`config.mk`:
```
export PLATFORM = sky130hd
export DESIGN_NAME = axil_wr_responder
export DESIGN_NICKNAME = d
export VERILOG_FILES = /design/src/rtl/axil_pkg.sv /design/src/rtl/axil_hold_reg.sv /design/src/rtl/axil_wr_responder.sv
export SDC_FILE = /design/constraint.sdc
export NUM_CORES = 1
export LEC_CHECK = 0
export CORE_UTILIZATION = 27
export DETAILED_ROUTE_END_ITERATION = 8
export GPL_TIMING_DRIVEN = 0
export PLACE_DENSITY_LB_ADDON = 0.05
export SLEW_MARGIN = 0
export SYNTH_ARGS = -nofsm -noshare
export SYNTH_HDL_FRONTEND = slang
export SYNTH_HIERARCHICAL = 1
export SYNTH_SLANG_ARGS = --single-unit
```
`constraint.sdc`:
```
create_clock -name clk -period 1.9 [get_ports clk]
set_input_delay 0.285 -clock clk [delete_from_list [all_inputs] [get_ports clk]]
set_output_delay 0.285 -clock clk [all_outputs]
set_load 0.005 [all_outputs]
```
`src/rtl/axil_pkg.sv`:
```
// Shared definitions for the AXI4-Lite write responder: B response codes and
// the response-channel state encoding.
package axil_pkg;

   localparam logic [1:0] RESP_OKAY   = 2'b00;
   localparam logic [1:0] RESP_SLVERR = 2'b10;

   typedef enum logic {
      IDLE = 1'b0,
      RESP = 1'b1
   } state_t;

endpackage

```
`src/rtl/axil_hold_reg.sv`:
```
// One-entry holding register with load/clear and a full flag; only the flag is
// reset, the payload is simply overwritten on every load.
module axil_hold_reg #(
   parameter int W = 8
) (
   input  logic         clk,
   input  logic         rst,
   input  logic         load,
   input  logic         clear,
   input  logic [W-1:0] d,
   output logic         full,
   output logic [W-1:0] q
);

   always_ff @(posedge clk or posedge rst) begin
      if (rst) begin
         full <= 1'b0;
      end else if (load) begin
         full <= 1'b1;
      end else if (clear) begin
         full <= 1'b0;
      end
   end

   always_ff @(posedge clk) begin
      if (load) begin
         q <= d;
      end
   end

endmodule

```
`src/rtl/axil_wr_responder.sv`:
```
// AXI4-Lite write responder: pairs AW and W beats, issues one register write
// and one B response per pair. Optional range check: AXIL_WR_RESP_SLVERR_EN.
module axil_wr_responder
   import axil_pkg::*;
#(
   parameter int ADDR_W  = 12,
   parameter int DATA_W  = 32,
   parameter int REG_NUM = 16
) (
   input  logic                  clk,
   input  logic                  rst,
   input  logic                  s_awvalid,
   output logic                  s_awready,
   input  logic [ADDR_W-1:0]     s_awaddr,
   input  logic                  s_wvalid,
   output logic                  s_wready,
   input  logic [DATA_W-1:0]     s_wdata,
   input  logic [DATA_W/8-1:0]   s_wstrb,
   output logic                  s_bvalid,
   input  logic                  s_bready,
   output logic [1:0]            s_bresp,
   output logic                  reg_wr_en,
   output logic [ADDR_W-3:0]     reg_wr_addr,
   output logic [DATA_W-1:0]     reg_wr_data,
   output logic [DATA_W/8-1:0]   reg_wr_strb
);

   localparam int STRB_W = DATA_W / 8;
   localparam int WH_W   = DATA_W + STRB_W;

   logic              init_done;
   logic              aw_full;
   logic              w_full;
   logic              aw_load;
   logic              w_load;
   logic              commit;
   logic              cmd_err;
   logic [ADDR_W-1:0] aw_addr;
   logic [WH_W-1:0]   w_hold;
   state_t            state;
   state_t            state_nxt;

   // Readies stay low for one cycle after reset release so a beat presented
   // right at release is not accepted before the holders are known empty.
   always_ff @(posedge clk or posedge rst) begin
      if (rst) begin
         init_done <= 1'b0;
      end else begin
         init_done <= 1'b1;
      end
   end

   assign s_awready = ~aw_full & init_done;
   assign s_wready  = ~w_full & init_done;
   assign aw_load   = s_awvalid & s_awready;
   assign w_load    = s_wvalid & s_wready;

   axil_hold_reg #(.W(ADDR_W)) u_aw_hold (
      .clk   (clk),
      .rst   (rst),
      .load  (aw_load),
      .clear (commit),
      .d     (s_awaddr),
      .full  (aw_full),
      .q     (aw_addr)
   );

   axil_hold_reg #(.W(WH_W)) u_w_hold (
      .clk   (clk),
      .rst   (rst),
      .load  (w_load),
      .clear (commit),
      .d     ({s_wdata, s_wstrb}),
      .full  (w_full),
      .q     (w_hold)
   );

   // Byte offset within the word is ignored; only the word index is used.
   logic unused_addr_bits;
   assign unused_addr_bits = ^aw_addr[1:0];

`ifdef AXIL_WR_RESP_SLVERR_EN
   assign cmd_err = (32'(aw_addr[ADDR_W-1:2]) >= $unsigned(REG_NUM));
`else
   localparam int unused_reg_num = REG_NUM;
   assign cmd_err = 1'b0;
`endif

   always_ff @(posedge clk or posedge rst) begin
      if (rst) begin
         state <= IDLE;
      end else begin
         state <= state_nxt;
      end
   end

   // A new pair may commit while a B is outstanding only if that B is being
   // taken this cycle, giving back-to-back responses without a bubble.
   always_comb begin
      state_nxt = state;
      commit    = 1'b0;
      if (aw_full && w_full && (state == IDLE || s_bready)) begin
         commit = 1'b1;
      end
      case (state)
         IDLE: begin
            if (commit) begin
               state_nxt = RESP;
            end
         end
         RESP: begin
            if (s_bready && !commit) begin
               state_nxt = IDLE;
            end
         end
         default: state_nxt = IDLE;
      endcase
   end

   assign s_bvalid = (state == RESP);

   always_ff @(posedge clk or posedge rst) begin
      if (rst) begin
         reg_wr_en   <= 1'b0;
         reg_wr_addr <= '0;
         reg_wr_data <= '0;
         reg_wr_strb <= '0;
         s_bresp     <= RESP_OKAY;
      end else begin
         reg_wr_en <= 1'b0;
         if (commit) begin
            reg_wr_en   <= ~cmd_err;
            reg_wr_addr <= aw_addr[ADDR_W-1:2];
            reg_wr_data <= w_hold[WH_W-1:STRB_W];
            reg_wr_strb <= w_hold[STRB_W-1:0];
            s_bresp     <= cmd_err ? RESP_SLVERR : RESP_OKAY;
         end
      end
   end

endmodule

```
==> qor.txt <==
Via count - 1757
Pwr dens - 1530 nW/um2
Total GRT Usage - 10.9%
Hold buffers post-CTS - 0
Net Sw Frac - 24.6%
Clock Sinks - 97
Footprint of the multi-input gates - 697 um2
Core Rows - 41
Worst-Skew Late Latency - 340 ps
Cells after Synth - 168
CP startpoint kind - register
Unrepaired setup endpoints after global routing - no
Largest net degree at the start of global routing - 26
Post-Syn Area - 3470 um2
Setup Skew - 6.65 ps
Status - finished clean
Area after DPL - 4740 um2
Int Pwr - 5.81 mW
Synthesized area per cell - 20.7 um2
Share of layout cells above drive strength 1 - 25.8%
Area Growth Syn to Fin - 44.7%
Cts repair resizes - 0
Logic pwr share - 36.3%
Critical path endpoint category - output pin
Initial Utilization - 27.6%
CTS tree - done
Final Hold Viols - 0
Final min period - 1700 ps
Fillers - 1197
DRT antenna net count - 0
LEAKAGE - 1.96 nW
# H-tree levels - 3
Grt ovf - 0
Reg area - 2660 um2
# diodes - 0
Hold_ws - 155 ps
Dpl ws - 84.2 ps
Max cap viols - 0
Most used routing layer - met2
Final Cycle Share - 89.7%
Setup WS post-layout - 196 ps
Clock buffer depth - 2
WS Path Type - register to output pin
Worst-margin pin slew - 606 ps
Die span in y - 115 um
Gp weighted congestion - 0.669
Clk root buf - clkbuf_16
Setup Buffers After CTS - 0
Ports - 105
Critical Path AT - 1420 ps
Worst vdd ir - 0.516 mV
Met3 Use GR - 3.95%
Initial antenna violation count - 0
Vias in the first global route - 1873
Sequential cell fraction of total power - 41.6%
First-pass GRT wire length - 10.4 mm
Net Switching - 1.90 mW
Slew headroom - 59.5%
Critical Path RT - 1620 ps
Reg clk slew, reported paths - 60 ps
Hpwl dp - 4.39 mm
Finish-stage setup viols - 0
Nets - 335
Via density - 3.83
F_max - 587 MHz
WL final - 6.60 mm
Hold/Removal Path Class - input port to asynchronous set/reset pin
Buffers on Ports - 100
Slew Limit Fails - 0
Cts bufs inserted - 9
Final instance area - 5020 um2
Clock share of power - 22.1%
Core ar. - 12600 um2
Routing usage on met1 - 13.6%
DR pass1 iterations - 3
DRC violations left - 0
Met2 usage - 16.1%
Wire per inst - 14.4 um
Die area - 13300 um2
Yosys synthesis warning count - 6
Max FO, Critical Path - 3
DR iter-0 viols - 32
Final core utilization - 40.0%
Chip width - 115 um
-- state kept, by name (all words and copies together) (netlist names) --
register,flops
s_bvalid,1
u_w_hold/q,36
reg_wr_data,32
u_aw_hold/q,10
reg_wr_en,1
u_w_hold/full,1
u_aw_hold/full,1
reg_wr_addr,10
reg_wr_strb,4
init_done,1
-- layout make-up --
type / count / share of cell area [%]
sequential: 97 / 52.9
inverter: 7 / 0.523
buffer: 7 / 1.87
multi-input combinational: 58 / 13.9
timing repair buffer: 102 / 20.9
clock buffer: 11 / 5.03
tap: 172 / 4.29
clock inverter: 5 / 0.598
-- worst paths after layout --
path                       slack, ps            start  depth (start not counted)        endpoint
min reg2reg                      470  u_aw_hold/q[10]                          1  reg_wr_addr[8]
max reg2reg                      290    u_w_hold/full                          3  u_w_hold/q[26]
min                              150              rst                          2   u_w_hold/full
max in group asynchronous        960              rst                          3  reg_wr_data[6]
max                              200    u_w_hold/full                          2        s_wready
min in group clk                 470  u_aw_hold/q[10]                          1  reg_wr_addr[8]
-- worst max-delay path, stage by stage (launching register included) --
cell	delay (ps)
dfrtp_1	400
nor2b_1	160
clkdlybuf4s50_1	530
-- layer usage --
metal	vias to the layer above	part of all wire [%]
li1	820	-
met1	865	45
met2	62	46
met3	10	7.1
met4	0	2.3
met5	-	0
-- through the flow --
| step | power [mW] | setup TNS (ps) | cells |
|---|---|---|---|
| floorplan | 4.62 | 0 | 169 |
| detailed placement | 6.10 | 0 | 443 |
| global route | 8.19 | 0 | 459 |
| CTS | 7.87 | 0 | 459 |
| finish | 7.70 | 0 | 459 |
| global placement | 6.07 | -76580 | 441 |
-- power groups by stage --
stage	logic (mW)	registers, mW	clock network (mW)
floorplan	1.36	3.26	0
finish	2.79	3.21	1.70
global route	3.01	3.30	1.88
CTS	2.86	3.22	1.79
detailed placement	2.86	3.24	0
global placement	2.82	3.25	0
-- cells in the final DEF (no fill, tap or decap), types with 2 or more instances in the layout --
cell type and count:
mux2_2 17, clkinv_2 3, clkinvlp_4 2, edfxtp_1 46, clkbuf_8 2, conb_1 3
dfrtp_1 51, buf_12 4, clkdlybuf4s50_1 100, clkbuf_16 9, inv_1 6, a21o_1 2
mux2_4 29, nor2b_1 2, buf_4 3
No activity file was read; power rests on OpenSTA's default activity.
